`src/rtl/poly_ram_line_packer_if.sv`:
```
// Command, coefficient-stream and RAM-write signals of the polynomial RAM line packer.
// The packer attaches to the slave modport; the command/stream source uses master.
`ifndef ADDR_WIDTH
`define ADDR_WIDTH 4
`endif
`ifndef LINE_SIZE
`define LINE_SIZE 4
`endif
`ifndef BIT_WIDTH
`define BIT_WIDTH 16
`endif

interface poly_ram_line_packer_if #(
  parameter int COUNT_W = `ADDR_WIDTH + $clog2(`LINE_SIZE) + 1
);
  logic                              start;
  logic [`ADDR_WIDTH-1:0]            base_addr;
  logic [COUNT_W-1:0]                coeff_num;
  logic                              busy;
  logic                              done;
  logic                              in_valid;
  logic [`BIT_WIDTH-1:0]             in_data;
  logic                              in_ready;
  logic [`LINE_SIZE-1:0]             ram_we;
  logic [`ADDR_WIDTH-1:0]            ram_addr;
  logic [`BIT_WIDTH*`LINE_SIZE-1:0]  ram_din;

  modport master (
    output start, base_addr, coeff_num, in_valid, in_data,
    input  busy, done, in_ready, ram_we, ram_addr, ram_din
  );

  modport slave (
    input  start, base_addr, coeff_num, in_valid, in_data,
    output busy, done, in_ready, ram_we, ram_addr, ram_din
  );
endinterface

```
`src/rtl/poly_ram_line_packer.sv`:
```
// Packs a valid/ready coefficient stream into LINE_SIZE-lane RAM lines and issues one
// lane-enabled write per completed line, including a trailing partial line.
`ifndef ADDR_WIDTH
`define ADDR_WIDTH 4
`endif
`ifndef LINE_SIZE
`define LINE_SIZE 4
`endif
`ifndef BIT_WIDTH
`define BIT_WIDTH 16
`endif

module poly_ram_line_packer #(
  parameter int COUNT_W = `ADDR_WIDTH + $clog2(`LINE_SIZE) + 1
) (
  input logic                    clk,
  input logic                    rst,
  poly_ram_line_packer_if.slave  bus
);
  localparam int AW     = `ADDR_WIDTH;
  localparam int LS     = `LINE_SIZE;
  localparam int BW     = `BIT_WIDTH;
  localparam int LANE_W = (LS > 1) ? $clog2(LS) : 1;

  typedef enum logic [1:0] {IDLE, FILL, DONE} state_t;

  state_t              state, nextState;
  logic [AW-1:0]       baseAddr, lineIdx;
  logic [COUNT_W-1:0]  remaining;
  logic [LANE_W-1:0]   laneIdx;
  logic [BW*LS-1:0]    lineBuf, mergedDin;
  logic [LS-1:0]       lineWe, mergedWe;
  logic                handshake, lastCoeff, closeLine;

  assign handshake = (state == FILL) && bus.in_valid;
  assign lastCoeff = (remaining == COUNT_W'(1));
  assign closeLine = handshake && ((laneIdx == LANE_W'(LS - 1)) || lastCoeff);

  always_ff @(posedge clk) begin
    if (rst) state <= IDLE;
    else     state <= nextState;
  end

  always_comb begin
    // NOTE: default assignment first so no path through this block infers a latch.
    nextState = state;
    unique case (state)
      IDLE:    if (bus.start) nextState = (bus.coeff_num != '0) ? FILL : DONE;
      FILL:    if (handshake && lastCoeff) nextState = DONE;
      DONE:    nextState = IDLE;
      default: nextState = IDLE;
    endcase
  end

  // in_ready depends on state alone, so upstream sees no path from in_valid.
  always_comb begin
    bus.in_ready = (state == FILL);
  end

  // The incoming coefficient dropped into its lane of the line under construction.
  always_comb begin
    mergedDin = lineBuf;
    mergedWe  = lineWe;
    for (int i = 0; i < LS; i++) begin
      if (laneIdx == LANE_W'(i)) begin
        mergedDin[i*BW +: BW] = bus.in_data;
        mergedWe[i]           = 1'b1;
      end
    end
  end

  // NOTE: line buffer is a register bank, not a RAM, so clearing it on reset is cheap
  // and guarantees a discarded partial line can never leak into a later write.
  always_ff @(posedge clk) begin
    if (rst) begin
      baseAddr     <= '0;
      remaining    <= '0;
      laneIdx      <= '0;
      lineIdx      <= '0;
      lineBuf      <= '0;
      lineWe       <= '0;
      bus.busy     <= 1'b0;
      bus.done     <= 1'b0;
      bus.ram_we   <= '0;
      bus.ram_addr <= '0;
      bus.ram_din  <= '0;
    end else begin
      bus.busy   <= (nextState != IDLE);
      bus.done   <= (nextState == DONE);
      bus.ram_we <= '0;
      if (state == IDLE && bus.start) begin
        baseAddr  <= bus.base_addr;
        remaining <= bus.coeff_num;
        laneIdx   <= '0;
        lineIdx   <= '0;
        lineBuf   <= '0;
        lineWe    <= '0;
      end else if (handshake) begin
        remaining <= remaining - COUNT_W'(1);
        if (closeLine) begin
          bus.ram_din  <= mergedDin;
          bus.ram_we   <= mergedWe;
          bus.ram_addr <= baseAddr + lineIdx;
          lineIdx      <= lineIdx + AW'(1);
          laneIdx      <= '0;
          lineBuf      <= '0;
          lineWe       <= '0;
        end else begin
          lineBuf <= mergedDin;
          lineWe  <= mergedWe;
          laneIdx <= laneIdx + LANE_W'(1);
        end
      end
    end
  end
endmodule

```
`src/flat_wrapper.sv`:
```
// flat-port wrapper written by rule: the top's interface ports become plain ports
module poly_ram_line_packer_flat 
#(
  parameter int COUNT_W = `ADDR_WIDTH + $clog2(`LINE_SIZE) + 1
)
  (clk, rst, bus_start, bus_base_addr, bus_coeff_num, bus_in_valid, bus_in_data, bus_busy, bus_done, bus_in_ready, bus_ram_we, bus_ram_addr, bus_ram_din);
  poly_ram_line_packer_if #(.COUNT_W(COUNT_W)) bus_i ();
  input logic clk;
  input logic rst;
  input wire logic [$bits(bus_i.start)-1:0] bus_start;
  input wire logic [$bits(bus_i.base_addr)-1:0] bus_base_addr;
  input wire logic [$bits(bus_i.coeff_num)-1:0] bus_coeff_num;
  input wire logic [$bits(bus_i.in_valid)-1:0] bus_in_valid;
  input wire logic [$bits(bus_i.in_data)-1:0] bus_in_data;
  output wire logic [$bits(bus_i.busy)-1:0] bus_busy;
  output wire logic [$bits(bus_i.done)-1:0] bus_done;
  output wire logic [$bits(bus_i.in_ready)-1:0] bus_in_ready;
  output wire logic [$bits(bus_i.ram_we)-1:0] bus_ram_we;
  output wire logic [$bits(bus_i.ram_addr)-1:0] bus_ram_addr;
  output wire logic [$bits(bus_i.ram_din)-1:0] bus_ram_din;
  assign bus_i.start = bus_start;
  assign bus_i.base_addr = bus_base_addr;
  assign bus_i.coeff_num = bus_coeff_num;
  assign bus_i.in_valid = bus_in_valid;
  assign bus_i.in_data = bus_in_data;
  assign bus_busy = bus_i.busy;
  assign bus_done = bus_i.done;
  assign bus_in_ready = bus_i.in_ready;
  assign bus_ram_we = bus_i.ram_we;
  assign bus_ram_addr = bus_i.ram_addr;
  assign bus_ram_din = bus_i.ram_din;
  poly_ram_line_packer #(.COUNT_W(COUNT_W)) u_core (.clk(clk), .rst(rst), .bus(bus_i));
endmodule
```
`config.mk`:
```
export PLATFORM = sky130hd
export DESIGN_NAME = poly_ram_line_packer_flat
export DESIGN_NICKNAME = d
export VERILOG_FILES = /design/src/rtl/poly_ram_line_packer_if.sv /design/src/rtl/poly_ram_line_packer.sv /design/src/flat_wrapper.sv
export SDC_FILE = /design/constraint.sdc
export NUM_CORES = 1
export LEC_CHECK = 0
export BUFFER_PORTS_ARGS = -buffer_cell sky130_fd_sc_hd__buf_2
export CELL_PAD_IN_SITES_DETAIL_PLACEMENT = 1
export CELL_PAD_IN_SITES_GLOBAL_PLACEMENT = 1
export CORE_UTILIZATION = 30
export CTS_BUF_LIST = sky130_fd_sc_hd__clkbuf_4 sky130_fd_sc_hd__clkbuf_8
export DETAILED_ROUTE_END_ITERATION = 10
export PLACE_DENSITY_LB_ADDON = 0.1
export SETUP_SLACK_MARGIN = 0.2
export SKIP_CTS_REPAIR_TIMING = 1
export SYNTH_ARGS = -nofsm -noshare
export SYNTH_HDL_FRONTEND = slang
export SYNTH_SLANG_ARGS = --single-unit
export TNS_END_PERCENT = 50
```
`constraint.sdc`:
```
create_clock -name clk -period 2.05 [get_ports clk]
set_input_delay 0.205 -clock clk [delete_from_list [all_inputs] [get_ports clk]]
set_output_delay 0.205 -clock clk [all_outputs]
set_load 0.03 [all_outputs]
```
Word-level counts from Yosys, hierarchy flattened
Index checks and enable logic that the tools add are counted.
{ "classes": {"n_addsub": 4, "eq_ne": 6, "muxes": 17, "n_bitwise": 3, "n_reduce_logical": 14} }
{ "op_table": {"columns": ["operator", "n"], "rows": [
  ["2-to-1 mux 16 bit", 4],
  ["2-to-1 mux 64 bit", 1],
  ["2-to-1 mux 7 bit", 2],
  ["2-to-1 mux 2 bit", 4],
  ["== test 7 x 1 -> 1 bit (second input constant)", 1],
  ["nonzero test 7 bit", 1],
  ["subtractor 7 x 1 -> 7 bit (second input constant)", 1],
  ["== test 2 bit (second input constant)", 3],
  ["adder 4 x 1 -> 4 bit (second input constant)", 1],
  ["adder 4 bit", 1],
  ["== test 2 x 1 -> 1 bit (second input constant)", 2],
  ["logical AND 1 bit", 4],
  ["logical NOT 2 bit", 2],
  ["2-to-1 mux 1 bit", 4],
  ["2-to-1 mux 4 bit", 1],
  ["case mux 2 bit (2 select lines)", 1],
  ["nonzero test 2 bit", 2],
  ["OR reduction 4 bit", 1],
  ["NOT 1 bit", 3],
  ["AND reduction 3 bit", 1],
  ["adder 2 x 1 -> 2 bit (second input constant)", 1],
  ["AND reduction 2 bit", 1],
  ["OR reduction 2 bit", 1],
  ["logical OR 1 bit", 1]
]} }
{ "totals": {"register_bits": 161, "in_bits": 31, "out_inout_bits": 75, "wordCells": 56} }

Logic depth before layout (Yosys ltp)
Gate-level depths: netlist of run 1.
{ "logic_depth": {"depth_word": 6, "depth_mapped": 9, "ltp_nobuf": 6} }

Least setup slack after synthesis of run 1
OpenSTA, ideal clock, no wires.
{ "synth_path": {"kind": "register to register", "from": "register u_core.remaining[0]", "to": "register u_core.lineBuf[10]", "setup_time_ns": 0.117, "t_arrival_ns": 1.621, "path_slack_ns": 0.312, "path_stages_with_launch": 8, "path_buffers": 2, "period_less_slack_ns": 1.738, "path_cell_list": "dfxtp_1 ha_1 nor3b_4 a21oi_2 and3_1 buf_6 buf_6 a32o_1"} }
{ "synth_via": {"elab_chain_cells": 4} }
{ "synth_rtl": {"columns": ["item", "line_no", "text"], "rows": [
  ["from (decl)", "poly_ram_line_packer.sv:29", "logic [COUNT_W-1:0] remaining;"],
  ["from (signal assigned)", "poly_ram_line_packer.sv:93", "remaining <= bus.coeff_num;"],
  ["from (signal assigned)", "poly_ram_line_packer.sv:99", "remaining <= remaining - COUNT_W'(1);"],
  ["== test 7 x 1 -> 1 bit", "poly_ram_line_packer.sv:36", "assign lastCoeff = (remaining == COUNT_W'(1));"],
  ["logical OR 1 bit", "poly_ram_line_packer.sv:37", "assign closeLine = handshake && ((laneIdx == LANE_W'(LS - 1)) || lastCoeff);"],
  ["logical AND 1 bit", "poly_ram_line_packer.sv:37", null],
  ["2-to-1 mux 64 bit", "poly_ram_line_packer.sv:100", "if (closeLine) begin"],
  ["to (signal assigned)", "poly_ram_line_packer.sv:109", "lineBuf <= mergedDin;"],
  ["to (decl)", "poly_ram_line_packer.sv:31", "logic [BW*LS-1:0] lineBuf, mergedDin;"]
]} }
Every way passes these cells.
A chain may end at the register's enable or synchronous reset.

Worst setup path in the final report of run 1
{ "layout_path": {"from": "register u_core.remaining[1]", "to": "register u_core.lineBuf[41]"} }
The elaborated chain is that of the path after synthesis.

==> reports/results.ini, run 1 <==
[grt]
busiest_layer=met2
grt_overflow=0
antenna_found_initial=0
use_met1=0.2279
grt_pass1_vias=5578
grt.met2_usage=0.3125
grt_max_degree=89
use_met3=0.03933
grt_use_total=0.1839
grt_pass1_wl_um=31130

[place]
hpwl_um=13160
place_area_um2=7433
routabilityCongestion=0.7365
dp_slack_ns=0.06803
portBuffers=105
dp_cells=965

[yosys]
synthFlopType=dfxtp_1
syn_avg_cell_area_um2=10.56
ys_top_cells_by_area=dfxtp_1, mux2i_1, a32o_1, a211oi_1, a21oi_1
synth_edf_count=0
async_flop_share=0
synth_warnings=0
synth_seq_area_share=0.4914
synth_top_area_frac=0.4914
netlist_area_um2=6559
syn_nets=663
synth_commonest_cells=dfxtp_1, a21oi_1, mux2i_1, a211oi_1, a32o_1
ys_types=42
synthCells=621
yosys.area.top_type=dfxtp_1
ys_ff_latch=161
synth_most_common_cell=dfxtp_1

[final_layout]
diodes=0
syn2layout_area_growth_pct=23.27
final_cell_area_um2=8085
final_core_util=0.3810
stdcell_count=1009
nNetsFinal=765
drive_gt1_frac=0.2820

[setup_path]
path_cells=inv_2 -> ha_1 -> nor3b_4 -> buf_6 -> a211oi_1 -> o21a_2 -> clkbuf_16 -> a32o_1
cp.arrival_ns=2.19
rrSetupSlack_ns=0.21
max_stage_delay_ns=0.35
worstSetupEndpointType=flip-flop
cp-start-kind=flip-flop
crit_type=flip-flop to flip-flop
required_ns=2.40
slowest_stage=dfxtp_2
path_max_fanout=8
reg2regPathDepth=8

[timing]
hold_viol_final=1
setup_viol=0
worst_slack_ns=0.2118
post-route-period-util=0.8967
holdWs_ns=-0.01094
skew_ns=0.01239
tightest_slew_ns=0.4793
rsz0062_at_grt=yes
finalSetupTns_ns=0
min_period_ns=1.838
fmax_ghz=0.5440
relSlewSlack=0.6805
slew_violations=0

[power_and_ir_drop]
pwr-share-comb=0.123
intPower_mw=4.577
p_clk_frac=0.363
power_mw=6.273
power.density_nw_per_um2=775.9
swShare=0.2705
power_frac_seq=0.513
p_sw_mw=1.697
ir_drop_mv=0.3711
p_leak_nw=3.074

[floorplan]
coreArea_um2=21220
num_rows=53
initial_core_util=0.3091
ioPinCount=106
die_h_um=149.9
die_w_um=149.9
dieArea_um2=22460

[clock_tree]
numCtsBuffers=17
h-tree-depth=4
root_buffer=clkbuf_8
tritoncts=done
clkSlewWorstSetupHoldPaths_ns=0.08
cts_buffer_depth=2
clock-sinks=161
worst_skew_pair.late_latency_ns=0.45

[drt]
dr.pass1.iters=4
wire_per_inst_um=20.72
ant_nets=0
drc_errors=0
drtIter0Drc=192
viasPerCell=5.326
drt-total-wl_um=20900
vias=5374

[outcome]
run_status=complete, but fails checks
violations=hold timing

[worst_hold_path]
whs_path_depth=3
hold_class=primary input to flip-flop

[job]
drv_cap=0

worst paths after layout:
| check | start | to |
|---|---|---|
| setup / recovery | u_core.remaining[1]$_SDFFE_PP0P_ | u_core.lineBuf[41]$_SDFFE_PP0P_ |
| hold / removal | bus_base_addr[1] | u_core.baseAddr[1]$_SDFFE_PP0P_ |
| setup reg to reg | u_core.remaining[1]$_SDFFE_PP0P_ | u_core.lineBuf[41]$_SDFFE_PP0P_ |
| hold reg to reg | u_core.lineBuf[35]$_SDFFE_PP0P_ | u_core.lineBuf[35]$_SDFFE_PP0P_ |
layout make-up:
class | count | area [µm²]
fillers | 2367 | 13140
well taps | 275 | 344.1
clock buffers | 23 | 304.0
flip-flops and latches | 161 | 3224
repair buffers | 146 | 1067
clock inverters | 7 | 77.57
multi-input cells | 392 | 3049
inverters | 5 | 18.77
worst max-delay path, delay by kind of cell, from the launching register on:
kind / cells / cell delay (ns)
adders and majority gates: 1 / 0.14
DFF: 1 / 0.35
AOI/OAI and AO/OA: 3 / 0.57
and+or+nand+nor: 1 / 0.26
buffers and inverters: 3 / 0.42
flip-flops by register name (all words and copies together), names as in the netlist:
register / cells
u_core.bus.ram_din: 64
u_core.lineBuf: 64
u_core.remaining: 7
u_core.baseAddr: 4
u_core.bus.ram_addr: 4
u_core.bus.ram_we: 4
u_core.lineIdx: 4
u_core.lineWe: 4
u_core.laneIdx: 2
u_core.state: 2
u_core.bus.busy: 1
u_core.bus.done: 1
logic make-up after synthesis:
kind of cell	synth area share
XOR/XNOR	0.004007
buffers and inverters	0.05742
adder cells (fa/ha/maj)	0.02213
AND/OR/NAND/NOR	0.07002
multiplexers	0.1038
flip-flops	0.4914
AO/OA/AOI/OAI	0.2512
placed cells by master, fill, tap and decap left out, types with 3 or more instances in the layout:
cell	netlist	routed
a211oi_1	61	53
ha_1	10	9
nand2_1	7	7
clkbuf_16	0	4
a31oi_1	3	3
buf_4	4	21
inv_1	5	4
dfxtp_1	161	160
and3_1	20	20
mux2i_1	68	68
buf_6	9	3
a22oi_1	4	4
o21ai_0	9	9
a211oi_2	10	18
clkinvlp_4	0	4
buf_12	0	12
xnor2_1	3	3
buf_2	28	105
or3_1	3	3
nand3_1	8	8
clkbuf_8	0	21
nor3_1	8	8
nor2_1	25	24
a32o_1	48	48
a21oi_1	80	80
power groups by stage:
stage | Clock, mW | Combinational, mW | Sequential (mW)
3_3_place_gp | 0 | 0.655 | 3.29
6_report | 2.28 | 0.773 | 3.22
2_1_floorplan | 0 | 0.362 | 3.33
5_1_grt | 2.49 | 0.831 | 3.23
3_5_place_dp | 0 | 0.676 | 3.29
4_1_cts | 2.35 | 0.678 | 3.22
metal layers:
| metal | vias up | share of wire |
|---|---|---|
| met3 | 20 | 0.049 |
| met2 | 107 | 0.47 |
| met1 | 2681 | 0.46 |
| met4 | 0 | 0.016 |
| li1 | 2566 | - |
| met5 | - | 0 |
Note: power is estimated with default switching activity, not from simulation.
==> run 2, diff against run 1 <==
CORE_UTILIZATION = 25   (was 30)
==> run 2 against run 1 <==
Net effect: the run still ends with hold timing left; sequential cell count stayed put; global-route usage is 2.6 points lower; critical path depth fell by 3; clock power up 8%; combinational power down 7.2%; power grew 1.9%; critical endpoint is now u_core.lineBuf[45]$_SDFFE_PP0P_; largest cell class unchanged; largest power group unchanged.
==> reports/results.ini, run 2 (synthesis results as in run 1) <==
[place]
routabilityCongestion=0.7285
dp_slack_ns=0.1382
hpwl_um=13920
portBuffers=105

[final_layout]
mostFrequentLayoutCells=dfxtp_1, buf_2, a21oi_1
fillCellCount=2861
nNetsFinal=762
reg_top3=u_core.bus.ram_din: 64 flops, u_core.lineBuf: 64 flops, u_core.remaining: 7 flops
final_core_util=0.3198
syn2layout_area_growth_pct=24.19
seqCellArea_um2=3227
multi_input_area_um2=3030
diodes=0
layout_commonest_cell=dfxtp_1
drive_gt1_frac=0.2756

[drt]
ant_nets=0
drt-total-wl_um=21120
wire_per_inst_um=19.87
drtIter0Drc=336
viasPerCell=5.062
drc_errors=0
dr.pass1.iters=4
vias=5381

[setup_path]
r2r-end=u_core.lineBuf[45]$_SDFFE_PP0P_
max_stage_delay_ns=0.48
cp_top_family=compound AO/OA/AOI/OAI gates
reg2regPathDepth=5
crit_type=flip-flop to flip-flop
worstSetupEndpoint=u_core.lineBuf[45]$_SDFFE_PP0P_
slowest_stage=nor3_4
cp-startpoint=u_core.remaining[2]$_SDFFE_PP0P_
cp-start-kind=flip-flop
required_ns=2.41
worstSetupEndpointType=flip-flop
cp.depth=5
reg2reg_from=u_core.remaining[2]$_SDFFE_PP0P_
rrSetupSlack_ns=0.26
path_max_fanout=8
crit_buf_inv=1
cp.arrival_ns=2.15
path_cells=nor3_4 -> a211oi_1 -> o21a_1 -> clkbuf_16 -> a32o_1

[grt]
grt.met2_usage=0.2562
antenna_found_initial=0
grt_max_degree=89
grt_pass1_wl_um=31930
grt_use_total=0.1579
use_met1=0.2056
busiest_layer=met2
use_met3=0.03636
grt_pass1_vias=5476
grt_overflow=0

[timing]
relSlewSlack=0.6677
slew_violations=0
rsz0062_at_grt=yes
hold_viol_final=1
fmax_ghz=0.5589
holdWs_ns=-0.002905
finalSetupTns_ns=0
setup_viol=0
min_period_ns=1.789
post-route-period-util=0.8728
worst_slack_ns=0.2608
tightest_slew_ns=0.4968
skew_ns=0.01655

[power_and_ir_drop]
intPower_mw=4.604
pwr-share-comb=0.112
p_clk_frac=0.385
power.density_nw_per_um2=785.0
power_mw=6.394
swShare=0.2800
power_frac_seq=0.503
p_leak_nw=3.072
ir_drop_mv=0.2901
p_sw_mw=1.790

[floorplan]
ioPinCount=106
dieArea_um2=26890
initial_core_util=0.2575
die_h_um=164.0
num_rows=58
coreArea_um2=25470
die_w_um=164.0

[clock_tree]
clkSlewWorstSetupHoldPaths_ns=0.09
clock-sinks=161
worst_skew_pair.late_latency_ns=0.46
numCtsBuffers=17
h-tree-depth=4
cts_buffer_depth=2
root_buffer=clkbuf_8
tritoncts=done

[outcome]
run_status=complete, but fails checks
violations=hold timing

[worst_hold_path]
hold_class=primary input to flip-flop

[job]
drv_cap=0

==> run 2: changes by cell type in the layout (fill, tap and decap cells not counted), sizes merged <==
cell and change:
bufinv +1, clkinv +2, buf -2, clkinvlp -2, dlygate4sd3 +2, inv +5
clkbuf -6, a21o -1
==> run 2: worst reg2reg max path, stage by stage (launching register included) <==
cell	delay, ns
dfxtp_1	0.37
nor3_4	0.48
a211oi_1	0.15
o21a_1	0.30
clkbuf_16	0.20
a32o_1	0.20
==> run 2: cell type report <==
class / count / share of cell area
clock buffer: 19 / 0.03210
clock inverter: 13 / 0.01828
inverter: 5 / 0.002304
multi-input combinational: 391 / 0.3720
sequential: 161 / 0.3962
tap: 330 / 0.05069
timing repair buffer: 144 / 0.1284
==> run 2: worst min-delay path by stage <==
stage	from	endpoint	cells past startpoint
after floorplan	bus_base_addr[0]	u_core.baseAddr[0]$_SDFFE_PP0P_	2
after global placement	bus_base_addr[0]	u_core.baseAddr[0]$_SDFFE_PP0P_	3
after detailed placement	u_core.lineBuf[3]$_SDFFE_PP0P_	u_core.lineBuf[3]$_SDFFE_PP0P_	1
after CTS	bus_base_addr[1]	u_core.baseAddr[1]$_SDFFE_PP0P_	3
after global routing	bus_base_addr[3]	u_core.baseAddr[3]$_SDFFE_PP0P_	3
final	bus_base_addr[3]	u_core.baseAddr[3]$_SDFFE_PP0P_	3
==> run 2: through the flow <==
step / instances / cell area [µm²] / hold WS, ns
6_report: 1063 / 8145 / -0.002905
5_1_grt: 1063 / 8145 / 0.01311
4_1_cts: 1051 / 7920 / -0.04405
3_5_place_dp: 1019 / 7510 / 0.4536
3_3_place_gp: 1019 / 7510 / 0.4438
2_1_floorplan: 621 / 6559 / 0.3522
==> run 2: per-layer routing <==
metal  vias up  share of wire
met2       102           0.47
met1      2696           0.46
met4         0          0.017
li1       2560              -
met5         -              0
met3        23          0.046
==> run 2: power groups by stage <==
stage | sequential (mW) | combinational [mW] | clock (mW)
2_1_floorplan | 3.33 | 0.362 | 0
3_3_place_gp | 3.29 | 0.666 | 0
3_5_place_dp | 3.29 | 0.680 | 0
4_1_cts | 3.22 | 0.681 | 2.56
5_1_grt | 3.23 | 0.778 | 2.70
6_report | 3.22 | 0.717 | 2.46
==> run 3, diff against run 2 <==
BUFFER_PORTS_ARGS = -buffer_cell sky130_fd_sc_hd__clkbuf_2   (was -buffer_cell sky130_fd_sc_hd__buf_2)
==> run 3 against run 2 <==
Net effect: sequential cell count did not move; largest power group unchanged; cell count shrank 0.38%; clock skew rose by 0.0011 ns; wire length shrank 0.62%; sequential share of layout area barely moved; utilization about the same; the flow now finishes without violations; fmax is 1.2% higher; first-iteration DRC count is 35% lower; setup slack improved by 0.022 ns.
==> reports/results.ini, run 3 (synthesis results as in run 1) <==
[timing]
hold_viol_final=0
relSlewSlack=0.5053
rsz0062_at_grt=yes
setup_viol=0
slew_violations=0
skew_ns=0.01768
finalSetupTns_ns=0
min_period_ns=1.767
post-route-period-util=0.8621
tightest_slew_ns=0.7421
worst_slack_ns=0.2827
fmax_ghz=0.5658

[grt]
grt_overflow=0
grt_pass1_wl_um=31620
antenna_found_initial=0
grt_pass1_vias=5453
grt_max_degree=57
grt_use_total=0.1567

[worst_hold_path]
whs_path_depth=3
hold_class=primary input to flip-flop

[setup_path]
cp-start-kind=flip-flop
max_stage_delay_ns=0.37
worstSetupEndpointType=flip-flop
required_ns=2.37
cp_top_family=compound AO/OA/AOI/OAI gates
slowest_stage=dfxtp_2
path_cells=inv_2 -> ha_2 -> nor3b_4 -> buf_6 -> a21o_4 -> buf_12 -> buf_6 -> a21oi_1 -> a211oi_1
crit_type=flip-flop to flip-flop
crit_top_cell=buf_6
crit_buf_inv=4
path_max_fanout=8
reg2regPathDepth=9
cp.depth=9
cp.arrival_ns=2.08

[floorplan]
coreArea_um2=25470
num_rows=58
dieArea_um2=26890
die_h_um=164.0
initial_core_util=0.2575
die_w_um=164.0
ioPinCount=106

[drt]
drc_errors=0
vias=5323
dr.pass1.iters=4
wl_met2_um=10020
wl_met1_um=9939
viasPerCell=5.026
drtIter0Drc=218
wire_per_inst_um=19.82
met3_length_um=776
ant_nets=0
highest_layer=met4
drt-total-wl_um=20990

[clock_tree]
h-tree-depth=4
root_buffer=clkbuf_8
clkSlewWorstSetupHoldPaths_ns=0.09
numCtsBuffers=17
tritoncts=done
clock-sinks=161
worst_skew_pair.late_latency_ns=0.45
cts_buffer_depth=2

[power_and_ir_drop]
p_leak_nw=3.000
power.density_nw_per_um2=821.1
ir_drop_mv=0.3870

[final_layout]
nNetsFinal=758
syn2layout_area_growth_pct=24.07
layout_commonest_cell=dfxtp_1
diodes=0
mostFrequentLayoutCells=dfxtp_1, clkbuf_2, a21oi_1
final_cell_area_um2=8138
reg_top3=u_core.bus.ram_din: 64 flops, u_core.lineBuf: 64 flops, u_core.remaining: 7 flops
fillCellCount=2850
final_core_util=0.3195
drive_gt1_frac=0.2743

[place]
routabilityCongestion=0.7523
hpwl_um=13800
portBuffers=105
place_area_um2=7460
dp_slack_ns=0.08039

[job]
drv_cap=0

[outcome]
run_status=completed

==> run 3: per-stage QoR <==
stage                     instances  total power [mW]  hold WS, ns
after floorplan                 621             3.691       0.3522
after global placement         1019             3.944       0.4437
after detailed placement       1019             3.962       0.4518
after CTS                      1051             6.718     -0.03395
after global routing           1059             6.976     0.006309
final                          1059             6.682      0.01389
==> run 3: worst register-to-register path: stages, from the launching register on <==
cell,delay (ns)
dfxtp_2,0.37
inv_2,0.05
ha_2,0.16
nor3b_4,0.15
buf_6,0.13
a21o_4,0.26
buf_12,0.15
buf_6,0.13
a21oi_1,0.17
a211oi_1,0.07
==> run 3: where the power goes <==
group          total, mW  switching (mW)  internal [mW]
clock               2.73            1.23           1.50
sequential          3.22          0.0435           3.18
combinational      0.726           0.465          0.261
total               6.68            1.74           4.94
==> run 3: area by class of cell <==
class                           instances  area [µm²]  share of cell area
Timing Repair Buffer                  140       985.9              0.1212
Clock buffer                           19       255.2             0.03137
Clock inverter                         13       210.2             0.02583
Tap cell                              330       412.9             0.05074
Inverter                                5       18.77            0.002306
Multi-Input combinational cell        391        3030              0.3724
Sequential cell                       161        3224              0.3962
==> run 3: path summary, 6_finish.rpt <==
| path | startpoint | end | slack, ns |
|---|---|---|---|
| max | u_core.remaining[1]$_SDFFE_PP0P_ | u_core.bus.ram_din[0]$_SDFFE_PP0P_ | 0.28 |
| max reg2reg | u_core.remaining[1]$_SDFFE_PP0P_ | u_core.bus.ram_din[0]$_SDFFE_PP0P_ | 0.28 |
| min reg2reg | u_core.lineBuf[6]$_SDFFE_PP0P_ | u_core.lineBuf[6]$_SDFFE_PP0P_ | 0.47 |
| min | bus_base_addr[1] | u_core.baseAddr[1]$_SDFFE_PP0P_ | 0.01 |
==> run 3: metal layers <==
metal  GRT usage  up-vias
li1            -     2562
met1      0.2062     2639
met2      0.2614      105
met3     0.03157       17
met4     0.03746        0
met5           0        -
